File: src/rtl/fetch_unit.sv
`default_nettype none
// +--------------------------------------------------------------------------+
// | Module      : fetch_unit                                                 |
// | Description : Instruction fetch front end. Holds the PC, issues          |
// |               single-outstanding reads to instruction memory, buffers    |
// |               returned words in a 2-entry {instr, pc} FIFO and presents  |
// |               the FIFO head to decode with a valid/ready handshake.      |
// |               Branch redirects flush the FIFO and, if a read is still    |
// |               in flight, wait for its ack and drop the returned data.    |
// | Options     : `define FETCH_PERF_CNT_EN adds the perf_fetched and        |
// |               perf_flushes counter outputs.                              |
// | Revision    : 1.0 - initial release                                      |
// +--------------------------------------------------------------------------+
module fetch_unit #(
  parameter logic [31:0] RESET_PC = 32'h0000_0000
) (
  input  logic        clk,
  input  logic        rst,
  output logic        imem_req,
  output logic [31:0] imem_addr,
  input  logic        imem_ack,
  input  logic [31:0] imem_rdata,
  input  logic        redirect,
  input  logic [31:0] redirect_pc,
  output logic        instr_valid,
  input  logic        instr_ready,
  output logic [31:0] instr,
  output logic [31:0] instr_pc,
  output logic [3:0]  cond,
  output logic [1:0]  op,
  output logic [5:0]  func,
`ifdef FETCH_PERF_CNT_EN
  output logic [31:0] perf_fetched,
  output logic [15:0] perf_flushes,
`endif
  output logic [3:0]  rd
);

  // FSM encoding: FETCH issues new reads, WAIT holds an unacked read,
  // DISCARD holds an unacked read whose data must be thrown away.
  localparam logic [1:0] S_FETCH   = 2'd0;
  localparam logic [1:0] S_WAIT    = 2'd1;
  localparam logic [1:0] S_DISCARD = 2'd2;

  logic [1:0]  state_q, state_d;
  logic [31:0] pc_q, pc_d;
  // Address of the read being drained in DISCARD; pc_q already holds the
  // redirect target by then, so the two must be kept separately.
  logic [31:0] hold_addr_q, hold_addr_d;

  logic [31:0] fifo_instr_q [2];
  logic [31:0] fifo_pc_q    [2];
  logic        rd_ptr_q;
  logic        wr_ptr_q;
  logic [1:0]  count_q, count_d;

  logic        push;
  logic        pop;

  // Request generation: a new read is only started when the FIFO has room,
  // while an issued read stays asserted until it is acked.
  always_comb begin
    imem_req  = 1'b0;
    imem_addr = pc_q;
    if (!rst) begin
      case (state_q)
        S_FETCH:   imem_req = (count_q != 2'd2);
        S_WAIT:    imem_req = 1'b1;
        S_DISCARD: imem_req = 1'b1;
        default:   imem_req = 1'b0;
      endcase
    end
    if (state_q == S_DISCARD) begin
      imem_addr = hold_addr_q;
    end
  end

  assign push        = imem_req & imem_ack & (state_q != S_DISCARD) & ~redirect;
  assign instr_valid = ~rst & (count_q != 2'd0);
  assign pop         = instr_valid & instr_ready & ~redirect;

  // Next PC / FSM: redirect overrides everything; an in-flight read that is
  // not acked in the redirect cycle must still be drained in DISCARD.
  always_comb begin
    state_d     = state_q;
    pc_d        = pc_q;
    hold_addr_d = hold_addr_q;
    case (state_q)
      S_FETCH, S_WAIT: begin
        if (redirect) begin
          pc_d = redirect_pc;
          if (imem_req && !imem_ack) begin
            state_d     = S_DISCARD;
            hold_addr_d = pc_q;
          end else begin
            state_d = S_FETCH;
          end
        end else if (imem_req) begin
          if (imem_ack) begin
            pc_d    = pc_q + 32'd4;
            state_d = S_FETCH;
          end else begin
            state_d = S_WAIT;
          end
        end
      end
      S_DISCARD: begin
        // A later redirect simply replaces the pending target held in pc.
        if (redirect) begin
          pc_d = redirect_pc;
        end
        if (imem_ack) begin
          state_d = S_FETCH;
        end
      end
      default: begin
        state_d = S_FETCH;
      end
    endcase
  end

  // FIFO occupancy: simultaneous push and pop leave the count unchanged.
  always_comb begin
    count_d = count_q;
    case ({push, pop})
      2'b10:   count_d = count_q + 2'd1;
      2'b01:   count_d = count_q - 2'd1;
      default: count_d = count_q;
    endcase
  end

  // Control state registers with synchronous reset; redirect flushes the FIFO.
  always_ff @(posedge clk) begin
    if (rst) begin
      state_q     <= S_FETCH;
      pc_q        <= RESET_PC;
      hold_addr_q <= RESET_PC;
      count_q     <= 2'd0;
      rd_ptr_q    <= 1'b0;
      wr_ptr_q    <= 1'b0;
    end else begin
      state_q     <= state_d;
      pc_q        <= pc_d;
      hold_addr_q <= hold_addr_d;
      if (redirect) begin
        count_q  <= 2'd0;
        rd_ptr_q <= 1'b0;
        wr_ptr_q <= 1'b0;
      end else begin
        count_q <= count_d;
        if (push) begin
          wr_ptr_q <= ~wr_ptr_q;
        end
        if (pop) begin
          rd_ptr_q <= ~rd_ptr_q;
        end
      end
    end
  end

  // FIFO storage: payload only, validity is tracked by count_q.
  always_ff @(posedge clk) begin
    if (push) begin
      fifo_instr_q[wr_ptr_q] <= imem_rdata;
      fifo_pc_q[wr_ptr_q]    <= pc_q;
    end
  end

  assign instr    = fifo_instr_q[rd_ptr_q];
  assign instr_pc = fifo_pc_q[rd_ptr_q];

  // Field extraction is purely positional; decode interprets them.
  assign cond = instr[31:28];
  assign op   = instr[27:26];
  assign func = instr[25:20];
  assign rd   = instr[15:12];

`ifdef FETCH_PERF_CNT_EN
  logic [31:0] perf_fetched_q;
  logic [15:0] perf_flushes_q;

  // Performance counters: accepted (not dropped) words and redirects; both wrap.
  always_ff @(posedge clk) begin
    if (rst) begin
      perf_fetched_q <= 32'd0;
      perf_flushes_q <= 16'd0;
    end else begin
      if (push) begin
        perf_fetched_q <= perf_fetched_q + 32'd1;
      end
      if (redirect) begin
        perf_flushes_q <= perf_flushes_q + 16'd1;
      end
    end
  end

  assign perf_fetched = perf_fetched_q;
  assign perf_flushes = perf_flushes_q;
`endif

endmodule
`default_nettype wire

File: config.mk
export PLATFORM = sky130hd
export DESIGN_NAME = fetch_unit
export DESIGN_NICKNAME = d
export VERILOG_FILES = /design/src/rtl/fetch_unit.sv
export SDC_FILE = /design/constraint.sdc
export NUM_CORES = 1
export LEC_CHECK = 0
export ABC_CLOCK_PERIOD_IN_PS = 6050
export BUFFER_PORTS_ARGS = -buffer_cell sky130_fd_sc_hd__buf_2
export CAP_MARGIN = 30
export CORE_AREA = 2 2 171 173
export CTS_BUF_LIST = sky130_fd_sc_hd__clkbuf_8
export DETAILED_ROUTE_END_ITERATION = 6
export DIE_AREA = 0 0 173 175
export GPL_TIMING_DRIVEN = 0
export PLACE_DENSITY = 0.51
export RECOVER_POWER = 25
export SYNTH_ARGS = -nofsm -noshare
export SYNTH_HDL_FRONTEND = slang
export SYNTH_SLANG_ARGS = --single-unit
File: constraint.sdc
create_clock -name clk -period 6.05 [get_ports clk]
set_clock_uncertainty 0.15 [all_clocks]
set_input_delay 0.3025 -clock clk [delete_from_list [all_inputs] [get_ports clk]]
set_output_delay 0.3025 -clock clk [all_outputs]
set_load 0.01 [all_outputs]
## After elaboration in Yosys (flattened, before gate mapping)

Memories as Yosys holds them, arrays and structs flattened. A register that Yosys moved wholly into a read port is not among the register bits.
Index checks and enable logic that the tools add are counted.

| storage, ports and cells | value |
|---|---|
| register bits | 70 |
| bits in latches | 0 |
| memory bits (writable) | 128 |
| memory bits (read-only) | 0 |
| input port bits | 69 |
| output and inout port bits | 114 |
| memories kept | 2 |

| operators by class | value |
|---|---|
| add/sub/neg operators | 3 |
| multipliers | 0 |
| div/mod/pow operators | 0 |
| magnitude comparators | 0 |
| equality and inequality tests | 10 |
| shift-type cells | 0 |
| muxes and demuxes | 21 |
| bitwise gates (word level) | 10 |
| reduce and logical (&&, ||, !) cells | 12 |

Memories:

| name | depth | bits a word | rd ports | clocked after Yosys merged registers in | wr ports | line | source |
|---|---|---|---|---|---|---|---|
| fifo_instr_q | 2 | 32 | 1 | 1 | 1 | 51 | `logic [31:0] fifo_instr_q [2];` |
| fifo_pc_q | 2 | 32 | 1 | 1 | 1 | 52 | `logic [31:0] fifo_pc_q [2];` |

Operators with widths:

| operator | count |
|---|---|
| $mux 32 | 5 |
| $pmux 32 s2 | 1 |
| $add 32x3->32 const B | 1 |
| $mux 1 | 8 |
| $mux 2 | 4 |
| $ne 2x2->1 const B | 4 |
| $pmux 2 s2 | 2 |
| $and 1x1->1 | 6 |
| $ne 3x3->1 const B | 2 |
| $reduce_bool 2->1 | 3 |
| $reduce_or 2->1 | 3 |
| $eq 2x1->1 const B | 2 |
| $eq 2x2->1 const B | 2 |
| $not 1->1 | 4 |
| $reduce_and 4->1 | 1 |
| $reduce_and 3->1 | 1 |
| $add 2x1->2 const B | 1 |
| $logic_not 2->1 | 1 |
| $pmux 1 s2 | 1 |
| $reduce_and 2->1 | 1 |
| $sub 2x1->2 const B | 1 |
| $logic_and 1x1->1 | 1 |
| $logic_not 1->1 | 1 |

## Logic depth before layout (Yosys ltp)

Gate-level depths: netlist of run 1.

| depth | value |
|---|---|
| word-level depth | 9 |
| gate-level depth with buffers | 11 |
| gate-level depth less buffers | 10 |

## Worst setup path before layout of run 1

Ideal clock, no wire load.

| timing path | value |
|---|---|
| path kind | register -> register |
| start | reg state_q[1] |
| end | mem fifo_instr_q[0][0], enable pin |
| setup time | 487 ps |
| arrival time | 4003 ps |
| data required time | 5413 ps |
| setup slack | 1410 ps |
| cell stages (with the launch flop) | 7 |
| buffers on the path | 0 |
| clock period less this slack | 4640 ps |
| cell sequence | dfxtp_1 -> inv_1 -> ha_1 -> nor2_1 -> nor4b_1 -> nand2_1 -> nor2_1 |

| on the way | value |
|---|---|
| word-level cells in the longest chain between the ends | 9 |
| elaborated cells on any way between the ends | 12 |

Ends and longest elaborated chain:

| item | line | source |
|---|---|---|
| start: declaration | 45 | `logic [1:0] state_q, state_d;` |
| start signal: assignment | 142 | `state_q <= state_d;` |
| $eq 2x2->1 or $eq 2x1->1 (tied branches) | 66 | `case (state_q)` |
| $reduce_or 2->1 (no line) | - |  |
| $pmux 1 s2 | 66 |  |
| $mux 1 | 65 | `if (!rst) begin` |
| $and 1x1->1 | 78 | `assign push = imem_req & imem_ack & (state_q != S_DISCARD) & ~redirect;` |
| $and 1x1->1 (*) (2 in series) | 78 |  |
| $mux 1 (*) | 163 | `if (push) begin` |
| $mux 1 (implied by the code) (*) | 164 | `fifo_instr_q[wr_ptr_q] <= imem_rdata;` |
| end: declaration | 51 |  |

Every way passes the cells marked *; elsewhere a longest branch is shown, timed or not.

## Worst setup path after layout of run 1

| timing path | value |
|---|---|
| start | reg state_q[0] |
| end | out imem_addr[29] |

| on the way | value |
|---|---|
| word-level cells in the longest chain between the ends | 2 |

Ends and longest elaborated chain:

| item | line | source |
|---|---|---|
| $eq 2x2->1 | 73 | `if (state_q == S_DISCARD) begin` |
| $mux 32 | 73 |  |
| end: declaration | 20 | `output logic [31:0] imem_addr,` |

No other way between the ends.

==> results.toml, run 1 <==
[run_status]
outcome = "finished, final reports clean"

[worst_setup_path]
path_cells = "inv_1 -> ha_1 -> clkbuf_1 -> buf_1 -> clkbuf_1 -> mux2_2 -> buf_2"
cp_slowest_cell = "buf_1"
end_kind = "primary output"
cpLargestDelayFamily = "buffers and inverters"
critPathArrivalTime_ps = 3200
setup.worst_path.class = "reg2out"
reg2regPathDepth = 9
cpMostUsedCell = "clkbuf_1"
crit_cells = 7
r2r_slack_ps = 2570
critPathLaunch = "state_q[0]"
path_max_fanout = 10
r2r_start = "state_q[0]"
startpoint_type = "flip-flop"
slowest_delay_ps = 570
worst-path-buf-inv = 5
required_ps = 5600
r2r_end = "pc_q[10]"

[power]
comb_power_share_pct = 11.7
p_per_area_nw_per_um2 = 244
p_leak_nw = 3.90
switching_share_pct = 27.9
clkPwrFrac_pct = 31.1
finalPower_w = 0.00267
switchingPower_w = 0.000746
p_int_w = 0.00192
ir_drop_uv = 119
seqPwrFrac_pct = 57.2

[finish]
fin_nets = 1062
num_antenna_cells = 0
final_cells = 1384
ff_latch_area_um2 = 5270
finish.utilization_pct = 38.5
drive_gt1_share_pct = 32.3
area_delta_synth_final_pct = 25.8
fillers = 2893
multi_input_area_um2 = 3070

[sta]
drv_slew = 0
tightest_slew_ps = 929
max_slew_margin_pct = 37.5
rsz0062_at_grt = "false"
final_hold_viol_count = 0
setup_viol_count_final = 0
fmax_ghz = 0.274
finalCritPeriodShare_pct = 60.4
period_needed_ps = 3660

[logic_synthesis]
async_reset_ff_share_pct = 0
synthFlopType = "edfxtp_1"
yosysWarnings = 0
ys_seq_elements = 199
ys_seq_area_share_pct = 60.5
synth_fp_nets = 817
synth.avg_cell_area_um2 = 11.7
synth_cells = 742
synth_cell_types = 57
synth-edff-count = 128
synth_area_um2 = 8700

[min_path]
min_to = "pc_q[29]"
hp-start = "redirect_pc[29]"
hold_path.class = "in2reg"
worstHoldPathCells = 4

[placed_design]
io_buffers = 181
dp_hpwl_um = 17600
dp_cells = 1311
gp_congestion = 0.871

[die]
io_pins = 183
fp.dieW_um = 173
fp.dieH_um = 175
start_util_pct = 30.6
num_rows = 62
core_um2 = 28400
dieArea_um2 = 30300

[global_routing]
gr-usage-all-layers_pct = 16.4
grt_pass1_wl_um = 38100
grt-ovfl-total = 0
grt_pass1_vias = 6368
antenna_found_initial = 0
grt_start_max_net_pins = 30

[routing]
vias = 6620
wl_per_cell_um = 18.0
ant_nets = 0
wl_um = 24900
dr.pass1.iters = 6
drtIter0Drc = 430
drcViolationCount = 0
via_per_inst = 4.78

[clocking]
cts_resized = 0
clock-sinks = 199
cts.path.max_buffers = 2
clk_latency_ps = 480
clkTransAtPathRegs_ps = 110
cts_tree = "yes"
cts_max_level = 4
cts_post_setup_buffers_inserted = 0
root_buffer = "clkbuf_8"
cts_buffers = 17

[job]
cap_violations = 0
## sequential cells by signal, indices dropped and copies added, names as in the netlist, named ones only
name          cells
fifo_instr_q     64
hold_addr_q      32
pc_q             32
fifo_pc_q        64
state_q           2
rd_ptr_q          1
count_q           2
wr_ptr_q          1
## worst register-to-register path, stage by stage, from the launching register on
cell      delay [ps]
dfxtp_1          420
inv_1             90
ha_1             200
clkbuf_1         240
o31ai_2          690
a21boi_0         460
buf_2            310
clkbuf_1         460
o21ai_0          200
a21oi_1          190
## area by class of cell
class                           instances  area share, %
Sequential cell                       199           48.1
Multi-Input combinational cell        466           28.0
Timing Repair Buffer                  226           12.6
Tap cell                              384           4.39
Buffer                                 66           3.12
Clock buffer                           17           2.14
Clock inverter                         15           1.27
Inverter                               11          0.377
## synth_stat cells (7+ instances only)
| library cell | count | share of area, % |
|---|---|---|
| nand2_1 | 108 | 4.7 |
| nor2_1 | 37 | 1.6 |
| nor3_1 | 17 | 0.98 |
| inv_1 | 11 | 0.47 |
| clkbuf_1 | 37 | 1.6 |
| a211oi_1 | 8 | 0.69 |
| dfxtp_1 | 71 | 16 |
| buf_4 | 17 | 1.5 |
| o21ai_0 | 35 | 2.0 |
| mux2_2 | 92 | 12 |
| edfxtp_1 | 128 | 44 |
| nand4_1 | 7 | 0.50 |
| nand3_1 | 20 | 1.2 |
| a21oi_1 | 61 | 3.5 |
## metrics by stage
step	TNS [ps]	setup slack, ps	hold WS [ps]	area, um^2
6_report	0	2390	18.8	10900
4_1_cts	0	2370	5.01	11000
3_3_place_gp	-131750	-1030	285	10100
2_1_floorplan	0	1410	251	8700
3_5_place_dp	0	2680	295	10200
5_1_grt	0	2200	9.41	10900
## what timing repair did
action / 4_1_cts / 5_1_grt
setup endpoints to repair: 0 / 0
hold buffers: 40 / 1
endpoints found under the hold margin: 72 / 1
## per-layer routing
layer  routed length [um]  vias to the layer above  track usage (%)
li1                     -                     3187                -
met1                11600                     3197             22.5
met2                11500                      213             26.4
met3                 1330                       23             3.55
met4                  382                        0             4.24
met5                    0                        -                0
## worst max path at each step
| stage | slack [ps] | to |
|---|---|---|
| global route | 2200 | imem_addr[29] |
| CTS | 2370 | imem_addr[29] |
| detailed placement | 2680 | pc_q[10] |
| global placement | -1030 | fifo_instr_q[0][4] |
| floorplan | 1410 | fifo_instr_q[0][0] |
| finish | 2390 | imem_addr[29] |
## power groups by stage
stage                     clock, W  sequential [W]  combinational (W)
after floorplan                  0         0.00154           0.000173
after global placement           0         0.00156           0.000290
after detailed placement         0         0.00156           0.000295
after CTS                 0.000858         0.00153           0.000317
after global routing      0.000906         0.00153           0.000343
final                     0.000830         0.00153           0.000313
## cells by family after synthesis
group	count (synthesis)	synth area share [%]
DFF	199	60.5
xor gates and xnor gates	6	0.604
and+or+nand+nor	217	11.2
AOI/OAI and AO/OA	145	10.5
adders and majority gates	6	0.863
buffers and inverters	77	4.40
muxes	92	11.9
## layout by cell type (no fill, tap or decap), types with 5 or more instances in the layout
| cell type | n |
|---|---|
| buf_2 | 162 |
| edfxtp_1 | 128 |
| nand2_1 | 108 |
| mux2_2 | 92 |
| dfxtp_1 | 71 |
| a21oi_1 | 61 |
| clkbuf_1 | 60 |
| dlygate4sd3_1 | 41 |
| o21ai_0 | 35 |
| nor2_1 | 35 |
| nand3_1 | 20 |
| nor3_1 | 17 |
| buf_4 | 17 |
| clkbuf_8 | 17 |
| inv_1 | 11 |
| a211oi_1 | 8 |
| nand4_1 | 7 |
| o22ai_1 | 6 |
| o31ai_1 | 6 |
| ha_1 | 6 |
| and3_1 | 5 |
| nand2b_1 | 5 |
No activity file was read; power rests on OpenSTA's default activity.
==> inputs of run 2 (changes only) <==
==> config.mk (replaced) <==
export PLATFORM = sky130hd
export DESIGN_NAME = fetch_unit
export DESIGN_NICKNAME = d
export VERILOG_FILES = /design/src/rtl/fetch_unit.sv
export SDC_FILE = /design/constraint.sdc
export NUM_CORES = 1
export LEC_CHECK = 0
export ABC_AREA = 1
export ABC_CLOCK_PERIOD_IN_PS = 3100
export BUFFER_PORTS_ARGS = -buffer_cell sky130_fd_sc_hd__buf_2
export CAP_MARGIN = 30
export CORE_AREA = 2 2 172 174
export CTS_BUF_LIST = sky130_fd_sc_hd__clkbuf_8
export DETAILED_ROUTE_END_ITERATION = 6
export DIE_AREA = 0 0 174 176
export GPL_TIMING_DRIVEN = 0
export PLACE_DENSITY = 0.53
export RECOVER_POWER = 25
export SYNTH_ARGS = -nofsm -noshare
export SYNTH_HDL_FRONTEND = slang
export SYNTH_SLANG_ARGS = --single-unit
==> constraint.sdc (replaced) <==
create_clock -name clk -period 3.1 [get_ports clk]
set_clock_uncertainty 0.15 [all_clocks]
set_input_delay 0.155 -clock clk [delete_from_list [all_inputs] [get_ports clk]]
set_output_delay 0.155 -clock clk [all_outputs]
set_load 0.01 [all_outputs]
==> results.toml, run 2 <==
[run_status]
outcome = "finished, final reports clean"

[die]
start_util_pct = 31.0
dieArea_um2 = 30600
num_rows = 62
io_pins = 183
core_um2 = 28500
fp.dieH_um = 176
fp.dieW_um = 174

[worst_setup_path]
r2r_start = "state_q[0]"
end_kind = "flip-flop"
setup.worst_path.class = "reg2reg"
critPathArrivalTime_ps = 2960
critPathLaunch = "state_q[0]"
startpoint_type = "flip-flop"
path_max_fanout = 27
required_ps = 3140

[power]
seqPwrFrac_pct = 50.3
comb_power_share_pct = 22.7
clkPwrFrac_pct = 27.0
p_int_w = 0.00438
p_leak_nw = 4.42
p_per_area_nw_per_um2 = 581
switching_share_pct = 34.5
switchingPower_w = 0.00230
ir_drop_uv = 294

[logic_synthesis]
synth_area_um2 = 8840
synth_area_leader_cell = "edfxtp_1"
ys_top_cells_by_area = "edfxtp_1, dfxtp_1, mux2_2"
synth_cell_types = 35
synth_top_cell_area_share_pct = 43.5
synth_cells = 874
ys_seq_elements = 199
yosysWarnings = 0
synth_fp_nets = 949
synth.avg_cell_area_um2 = 10.1
ys_seq_area_share_pct = 59.6
synth_commonest_cells = "nand2_1, edfxtp_1, o21ai_0, a21oi_1, nor2_1"
yosysMostFrequentCell = "nand2_1"
synthFlopType = "edfxtp_1"
synth-edff-count = 128
async_reset_ff_share_pct = 0

[finish]
finish.utilization_pct = 40.3
area_delta_synth_final_pct = 30.1
drive_gt1_share_pct = 27.9
layout_common_cells = "nand2_1, buf_2, edfxtp_1"
fin_nets = 1228
largestRegisters = "fifo_instr_q: 64 flops, fifo_pc_q: 64 flops"
final_common_cell = "nand2_1"
num_antenna_cells = 0

[clocking]
clk_latency_ps = 490
clkTransAtPathRegs_ps = 110
cts.path.max_buffers = 2
clock-sinks = 199
cts_buffers = 17
root_buffer = "clkbuf_8"
cts_max_level = 4
cts_tree = "yes"

[sta]
finalCritPeriodShare_pct = 94.1
period_needed_ps = 2920
tightest_slew_ps = 845
drv_slew = 0
final_hold_viol_count = 0
finalWorstSetupSlack_ps = 181
rsz0062_at_grt = "false"
max_slew_margin_pct = 43.7
fmax_ghz = 0.343
setup_viol_count_final = 0

[routing]
wl_per_cell_um = 16.7
via_per_inst = 4.69
ant_nets = 0
drcViolationCount = 0
wl_um = 25900
vias = 7268
drtIter0Drc = 382
dr.pass1.iters = 5

[global_routing]
grt-ovfl-total = 0
grt_start_max_net_pins = 28
grt_pass1_wl_um = 39000
gr-usage-all-layers_pct = 16.7
grt_pass1_vias = 6846
antenna_found_initial = 0

[min_path]
hp-start = "redirect"
hold_path.class = "in2reg"

[job]
cap_violations = 0

[placed_design]
post-place-ws_ps = -62.1
io_buffers = 181
gp_congestion = 0.883
dp_hpwl_um = 18600
run 2: layout make-up:
type | instances | area [um^2]
Clock buffer | 17 | 234
Fill cell | 2885 | 17100
Timing Repair Buffer | 259 | 1700
Tap cell | 384 | 480
Clock inverter | 15 | 218
Sequential cell | 199 | 5270
Multi-Input combinational cell | 563 | 3060
Inverter | 58 | 218
Buffer | 55 | 322
run 2: worst max-delay path: stages (launching register included):
cell and delay, ps:
dfxtp_1 400, inv_1 100, ha_1 190, buf_2 170
nor2_1 180, buf_4 220, nand3_1 460, nor2_4 300
buf_12 200, buf_12 210
run 2: worst paths after layout:
path                 endpoint  slack, ps  cells past startpoint
max          fifo_pc_q[0][20]        180                      9
min                  rd_ptr_q         20                      4
max reg2reg  fifo_pc_q[0][20]        180                      9
min reg2reg   hold_addr_q[17]        320                      2
run 2: timing repair:
item,4_1_cts,5_1_grt
cloned,0,1
pin swaps,1,0
setup buffers,1,5
setup endpoints to repair,27,54
gates resized for setup,0,3
endpoints found under the hold margin,100,0
hold buffers,68,0
run 2: cell families after synthesis:
group	share of synthesized area (%)
AND/OR/NAND/NOR	14.0
flip-flops	59.6
AO/OA/AOI/OAI	10.8
buffers and inverters	6.09
multiplexers	8.27
adder cells (fa/ha/maj)	0.850
XOR/XNOR	0.396
run 2: per-stage QoR:
stage               hold slack [ps]  std cells  setup TNS [ps]  power (W)  area [um^2]
floorplan                       104        874          -53160    0.00419         8840
global placement                193       1439         -247780    0.00482        10200
detailed placement              196       1443           -1630    0.00484        10300
CTS                           0.639       1544               0    0.00673        11500
global route                   32.3       1550               0    0.00704        11500
finish                         16.7       1550               0    0.00668        11500
run 2: power groups by stage:
| stage | sequential [W] | combinational [W] | clock, W |
|---|---|---|---|
| finish | 0.00336 | 0.00151 | 0.00181 |
| global route | 0.00339 | 0.00168 | 0.00196 |
| CTS | 0.00335 | 0.00151 | 0.00186 |
| detailed placement | 0.00342 | 0.00143 | 0 |
| global placement | 0.00341 | 0.00141 | 0 |
| floorplan | 0.00331 | 0.000884 | 0 |
run 2: layer usage:
layer  share of wire [%]  GRT usage (%)
met1                  48           23.3
met2                  46           26.9
met3                 5.0           2.84
met4                 1.4           4.31
met5                   0              0
